<file path="config.mk">
export PLATFORM = sky130hd
export DESIGN_NAME = pipelined_addsub
export DESIGN_NICKNAME = d
export VERILOG_FILES = /design/src/rtl/pipelined_addsub.sv
export SDC_FILE = /design/constraint.sdc
export NUM_CORES = 1
export LEC_CHECK = 0
export ABC_CLOCK_PERIOD_IN_PS = 4910
export CORE_MARGIN = 1.5
export CORE_UTILIZATION = 61
export CTS_BUF_LIST = sky130_fd_sc_hd__clkbuf_8
export DETAILED_ROUTE_END_ITERATION = 10
export PLACE_DENSITY = 0.87
export SLEW_MARGIN = 20
export SYNTH_ARGS = -nofsm -noshare
export SYNTH_HDL_FRONTEND = slang
export SYNTH_SLANG_ARGS = --single-unit
</file>
<file path="constraint.sdc">
create_clock -name clk -period 4.91 [get_ports clk]
set_input_delay 0.982 -clock clk [delete_from_list [all_inputs] [get_ports clk]]
set_output_delay 0.982 -clock clk [all_outputs]
set_load 0.02 [all_outputs]
</file>
<file path="src/rtl/pipelined_addsub.sv">
// rtl/pipelined_addsub.sv - STAGES-deep pipelined two's-complement add/sub with valid/ready streams
// Define PIPELINED_ADDSUB_SAT_EN to saturate the result to the signed limit on overflow.
module pipelined_addsub #(
  parameter int WIDTH  = 16,
  parameter int STAGES = 4
) (
  input  logic             clk,
  input  logic             rst_n,
  input  logic             in_valid,
  output logic             in_ready,
  input  logic [WIDTH-1:0] a,
  input  logic [WIDTH-1:0] b,
  input  logic             ci,
  input  logic             sub,
  output logic             out_valid,
  input  logic             out_ready,
  output logic [WIDTH-1:0] sum,
  output logic             co,
  output logic             ovf
);
  localparam int C = WIDTH / STAGES;

  logic              adv;
  logic [STAGES-1:0] v_q, v_d, c_q, c_d, x_v, x_c;
  logic [WIDTH-1:0]  a_q [STAGES];
  logic [WIDTH-1:0]  a_d [STAGES];
  logic [WIDTH-1:0]  b_q [STAGES];
  logic [WIDTH-1:0]  b_d [STAGES];
  logic [WIDTH-1:0]  s_q [STAGES];
  logic [WIDTH-1:0]  s_d [STAGES];
  logic [WIDTH-1:0]  x_a [STAGES];
  logic [WIDTH-1:0]  x_b [STAGES];
  logic [WIDTH-1:0]  x_s [STAGES];
  logic [C:0]        chunk_t;
  logic              ovf_q, ovf_d;

  assign adv      = out_ready | ~out_valid;
  assign in_ready = adv;

  // Stage 0 folds sub/ci into effective operands; later stages take their predecessor's registers.
  always_comb begin
    x_v    = '0;
    x_c    = '0;
    x_v[0] = in_valid;
    x_c[0] = sub ? ~ci : ci;
    x_a[0] = a;
    x_b[0] = sub ? ~b : b;
    x_s[0] = '0;
    for (int k = 1; k < STAGES; k++) begin
      x_v[k] = v_q[k-1];
      x_c[k] = c_q[k-1];
      x_a[k] = a_q[k-1];
      x_b[k] = b_q[k-1];
      x_s[k] = s_q[k-1];
    end
  end

  always_comb begin
    v_d     = '0;
    c_d     = '0;
    chunk_t = '0;
    for (int k = 0; k < STAGES; k++) begin
      chunk_t = {1'b0, x_a[k][k*C +: C]} + {1'b0, x_b[k][k*C +: C]} + {{C{1'b0}}, x_c[k]};
      v_d[k]  = x_v[k];
      c_d[k]  = chunk_t[C];
      a_d[k]  = x_a[k];
      b_d[k]  = x_b[k];
      s_d[k]  = x_s[k];
      s_d[k][k*C +: C] = chunk_t[C-1:0];
    end
    // Carry into the MSB is recovered from the MSB sum bit of the effective operands.
    ovf_d = x_a[STAGES-1][WIDTH-1] ^ x_b[STAGES-1][WIDTH-1] ^ s_d[STAGES-1][WIDTH-1]
          ^ c_d[STAGES-1];
`ifdef PIPELINED_ADDSUB_SAT_EN
    if (ovf_d) begin
      s_d[STAGES-1] = x_a[STAGES-1][WIDTH-1] ? {1'b1, {(WIDTH-1){1'b0}}}
                                             : {1'b0, {(WIDTH-1){1'b1}}};
    end
`endif
  end

  always_ff @(posedge clk or negedge rst_n) begin
    if (!rst_n) begin
      v_q   <= '0;
      c_q   <= '0;
      ovf_q <= 1'b0;
      for (int k = 0; k < STAGES; k++) begin
        a_q[k] <= '0;
        b_q[k] <= '0;
        s_q[k] <= '0;
      end
    end else if (adv) begin
      v_q   <= v_d;
      c_q   <= c_d;
      ovf_q <= ovf_d;
      for (int k = 0; k < STAGES; k++) begin
        a_q[k] <= a_d[k];
        b_q[k] <= b_d[k];
        s_q[k] <= s_d[k];
      end
    end
  end

  assign out_valid = v_q[STAGES-1];
  assign sum       = s_q[STAGES-1];
  assign co        = c_q[STAGES-1];
  assign ovf       = ovf_q;

endmodule

</file>
After elaboration in Yosys (flattened, before gate mapping) --
Cells that the tools add are included.
Storage, ports and cells: output and inout port bits 20, logic and storage cells 30, flip-flop bits (word level) 145, memories kept 0, bits in latches 0, input bits 38, memory bits (writable) 0, memory bits (read-only) 0
Cells by class: divide/modulo/power cells 0, shift operators 0, bitwise gates (word level) 7, add/sub/neg operators 8, reductions and logical operators 0, multiply operators 0, equality and inequality tests 0, magnitude comparators 0, mux-type cells 2
Operator list (count):
- $add A4 B4 Y5 | 4
- $add A5 B1 Y5 | 4
- $mux W16 | 1
- $not A16 Y16 | 1
- $xor A1 B1 Y1 | 3
- $not A1 Y1 | 2
- $mux W1 | 1
- $or A1 B1 Y1 | 1

Logic depth before layout (Yosys ltp) --
depth in word-level cells 4, gate-level depth with buffers 8, gate-level depth less buffers 6

Worst setup path after synthesis --
Ideal clock, no wire load.
path kind input-to-reg, start input sub, end register c_q[0], library setup time 0.131 ns, arrival 2.615 ns, buffers on the path 2, data required time 4.779 ns, stages on the path 8, setup slack 2.164 ns, path through buf_4 buf_6 xor2_1 fa_1 fa_1 a21o_1 a21oi_1 a21oi_1
Between the ends: longest elaborated chain between the ends 3, elaborated cells on any way between the ends 4, those cells by class add/sub (2); mux (2)
Ends and longest elaborated chain:
- from (decl) | RTL line 14 | input logic sub,
- $mux W16 | RTL line 47 | x_b[0] = sub ? ~b : b;
- $add A4 B4 Y5 | RTL line 63 | chunk_t = {1'b0, x_a[k][k*C +: C]} + {1'b0, x_b[k][k*C +: C]} + {{C{1'b0}}, x_c[k]};
- $add A5 B1 Y5 (*) | RTL line 63
- to (signal assigned) | RTL line 85 | c_q <= '0;
- to (signal assigned) | RTL line 94 | c_q <= c_d;
- to (decl) | RTL line 24 | logic [STAGES-1:0] v_q, v_d, c_q, c_d, x_v, x_c;
Mark *: on every way between the ends. The rest lies on a longest branch, timed or not. A chain may end at the register's enable or synchronous reset.

Worst setup path in the final report --
start input out_ready, end output in_ready
Between the ends: longest elaborated chain between the ends 1
Ends and longest elaborated chain:
- from (decl) | RTL line 16 | input logic out_ready,
- $or A1 B1 Y1 | RTL line 37 | assign adv = out_ready | ~out_valid;
- to (decl) | RTL line 10 | output logic in_ready,
Every way passes these cells.

==> results_tabular.tex <==
\begin{tabular}{lr}
\hline
Metric & Value \\
\hline
\multicolumn{2}{l}{\textbf{Critical path}} \\
Count of buffer and inverter cells on the critical path & 3 \\
CP Data Required Time & 3.93 ns \\
Crit end category & output pin \\
Worst Path Max Fanout & 2 \\
Setup crit start kind & primary input \\
Chain of cells forming the critical path & clkdlybuf4s50\_1 > nor2b\_4 > inv\_2 > clkdlybuf4s50\_1 \\
Cell with the largest stage delay on the worst path & clkdlybuf4s50\_1 \\
Largest stage delay on the critical path & 0.59 ns \\
Data arrival at the endpoint of the critical path & 2.19 ns \\
Worst setup slack for register-to-register paths & 2.87 ns \\
CP top delay family & buffers and inverters \\
Category of the most critical setup path & in -> out \\
Crit path top cell by count & clkdlybuf4s50\_1 \\
\multicolumn{2}{l}{\textbf{Logic synthesis}} \\
Synth unique cells & 21 \\
Most common flop cell mapped by yosys & dfrtp\_1 \\
Most frequently used cell type in the post-synthesis netlist & nand2\_1 \\
Number of synthesized register bits & 97 \\
Gate count of the mapped netlist & 449 \\
Number of flops mapped to enable cells by yosys & 0 \\
Proportion of register bits with asynchronous set or reset after synthesis & 100\% \\
Number of nets in the synthesized netlist & 507 \\
Total of warnings raised by yosys & 0 \\
Top-area cell type share of the netlist area & 56.7\% \\
Share of synthesized area occupied by flip-flops and latches & 56.7\% \\
Main area contributors after synthesis & dfrtp\_1 (57\%), nand2\_1 (20\%), fa\_1 (3.7\%) \\
Avg Synthesized Cell Area & 9.53 um2 \\
Post-synthesis cell area & 4280 um2 \\
Leading post-synthesis cells by instance count & nand2\_1 (225), dfrtp\_1 (97), o21ai\_0 (21) \\
Largest area contributor in the synthesized netlist & dfrtp\_1 \\
\multicolumn{2}{l}{\textbf{Clocking}} \\
Setup repair bufs after CTS & 0 \\
Number of clock sinks seen by CTS & 97 \\
Num CTS Buffers & 9 \\
Worst-path clk slew & 0.09 ns \\
CTS hold repair buffers & 0 \\
Maximum clock insertion buffer count & 2 \\
Clock latency reported for the late side of the worst-skew pair & 0.36 ns \\
PostCTS Resize Cnt & 0 \\
H-Tree Depth & 3 \\
Buffer type at the clock tree root & clkbuf\_8 \\
TritonCTS clock tree & done \\
\multicolumn{2}{l}{\textbf{Run}} \\
Number of max-cap violations & 0 \\
\multicolumn{2}{l}{\textbf{STA}} \\
Slew Limit Headroom & 36.7\% \\
Crit share post-route & 64.6\% \\
RSZ-0062 raised after global routing & false \\
Max-slew violation count & 0 \\
Worst-margin pin slew & 0.950 ns \\
Setup clock skew after layout & 0.00722 ns \\
Shortest period the worst path allows & 3.17 ns \\
Final setup vio count & 0 \\
Endpoints failing hold & 0 \\
Top achievable clock speed & 315 MHz \\
Setup TNS & 0 ns \\
\multicolumn{2}{l}{\textbf{Place}} \\
Routability cong. & 0.745 \\
Number of I/O port buffers & 57 \\
Placed Cells & 583 \\
DP Wirelength & 5050 um \\
\multicolumn{2}{l}{\textbf{Floorplanning}} \\
Core Box Area & 6790 um2 \\
Height of the chip & 86.8 um \\
Floorplan die width & 86.8 um \\
Number of top-level design ports & 58 \\
Row count & 30 \\
Initial Utilization & 63.0\% \\
Area of the die & 7530 um2 \\
\multicolumn{2}{l}{\textbf{Power and ir drop}} \\
Internal Power & 0.00199 W \\
Max VDD drop & 0.000268 V \\
Reg power frac & 43.1\% \\
Clock group share of total power & 18.3\% \\
Overall power after layout & 0.00316 W \\
Pwr/cell area & 625 nW/um2 \\
Switching fraction of total power & 37.1\% \\
Standby leakage power & 2.53 nW \\
Share of total power in combinational logic & 38.7\% \\
Net switching power of the design & 0.00117 W \\
\multicolumn{2}{l}{\textbf{Global routing}} \\
Global routing usage on met1 & 29.7\% \\
Total GRT Usage & 22.7\% \\
GRT busiest layer & met2 \\
Antenna violations before repair & 0 \\
First-pass GRT wire length & 13100 um \\
Pin count of the biggest net entering global routing & 108 \\
GR met3 Demand/Resource & 4.38\% \\
Total overflow reported by the global router & 0 \\
Number of global-route vias before repair & 2953 \\
Grt met2 use & 37.3\% \\
\multicolumn{2}{l}{\textbf{Detailed routing}} \\
Final antenna-violating net count & 0 \\
Routed Wire Length & 7760 um \\
Count of TritonRoute iterations in the first routing pass & 4 \\
Post-route DRC & 0 \\
Via count & 2979 \\
Post-DR vias/cell & 4.97 \\
Iteration-0 DRC count of the detailed router & 249 \\
Final routed wire length divided by cell count & 13.0 um \\
\multicolumn{2}{l}{\textbf{Final layout}} \\
Number of cells in the finished layout apart from fillers & 599 \\
Post-layout net count & 556 \\
Syn-to-layout area delta & 18.4\% \\
Fraction of final layout cells with drive strength greater than 1 & 4.97\% \\
Number of diodes added for antenna fixing & 0 \\
\multicolumn{2}{l}{\textbf{Worst hold path}} \\
Type of the tightest min-delay check & reg -> reg \\
\multicolumn{2}{l}{\textbf{Status}} \\
Result of the run & complete, no violations \\
\hline
\end{tabular}
logic make-up (layout without fill, tap and decap cells):
family | count (synthesis) | after routing | synth area share (%)
AOI/OAI and AO/OA | 43 | 43 | 5.61
DFF | 97 | 97 | 56.7
and+or+nand+nor | 236 | 236 | 21.0
adders and majority gates | 20 | 20 | 7.25
buffers and inverters | 27 | 81 | 4.06
xor gates and xnor gates | 26 | 26 | 5.32
worst register-to-register path, stage by stage (launching register included):
cell and delay [ns]:
dfrtp_1 0.41, fa_1 0.47, fa_1 0.43, a21o_1 0.21, a21oi_2 0.16, xnor2_1 0.13, o21ai_1 0.07
registers in the layout, indices dropped and copies added (netlist names):
register / flops
a_d: 24
b_d: 24
s_d: 24
sum: 16
c_q: 4
v_q: 4
ovf: 1
metrics by stage:
stage	area [um2]	utilization, %	hold slack, ns	setup WS, ns
3_3_place_gp	4840	71.2	0.443	1.48
3_5_place_dp	4840	71.2	0.453	1.35
4_1_cts	5070	74.6	0.473	1.73
5_1_grt	5070	74.6	0.495	1.66
2_1_floorplan	4280	-	0.430	2.16
6_report	5070	74.6	0.468	1.74
routing by layer:
| layer | routed length [um] | vias up |
|---|---|---|
| li1 | - | 1491 |
| met1 | 3380 | 1410 |
| met2 | 3970 | 62 |
| met3 | 255 | 16 |
| met4 | 153 | 0 |
| met5 | 0 | - |
final cells by class:
type / instances / area, um2
Inverter: 4 / 15.0
Sequential cell: 97 / 2430
Fill cell: 451 / 1730
Timing Repair Buffer: 61 / 598
Clock inverter: 6 / 90.1
Tap cell: 96 / 120
Clock buffer: 10 / 138
Multi-Input combinational cell: 325 / 1680
path summary, 6_finish.rpt:
check                               start  endpoint  cells past startpoint
worst max-delay path            out_ready  in_ready                      4
worst min-delay path               sum[2]    sum[2]                      2
worst max register to register     c_q[2]       ovf                      6
worst min register to register     sum[2]    sum[2]                      2
max in group asynchronous           rst_n    v_q[1]                      2
min in group asynchronous           rst_n   a_d[38]                      1
layout by cell type (no fill, tap or decap), drive strengths merged:
master / instances
a21o: 7
a21oi: 14
buf: 5
bufinv: 2
clkbuf: 10
clkdlybuf4s50: 56
clkinv: 2
clkinvlp: 1
dfrtp: 97
fa: 8
ha: 12
inv: 5
nand2: 225
nand2b: 1
nor2: 8
nor2b: 2
o21ai: 22
xnor2: 16
xor2: 10
power groups by stage:
stage	Clock, W	Sequential [W]	Combinational, W
6_report	0.000578	0.00136	0.00122
5_1_grt	0.000616	0.00140	0.00137
4_1_cts	0.000585	0.00136	0.00123
3_5_place_dp	0	0.00137	0.00121
3_3_place_gp	0	0.00135	0.00113
2_1_floorplan	0	0.00142	0.000775
Power figures use the tool's default switching activity.
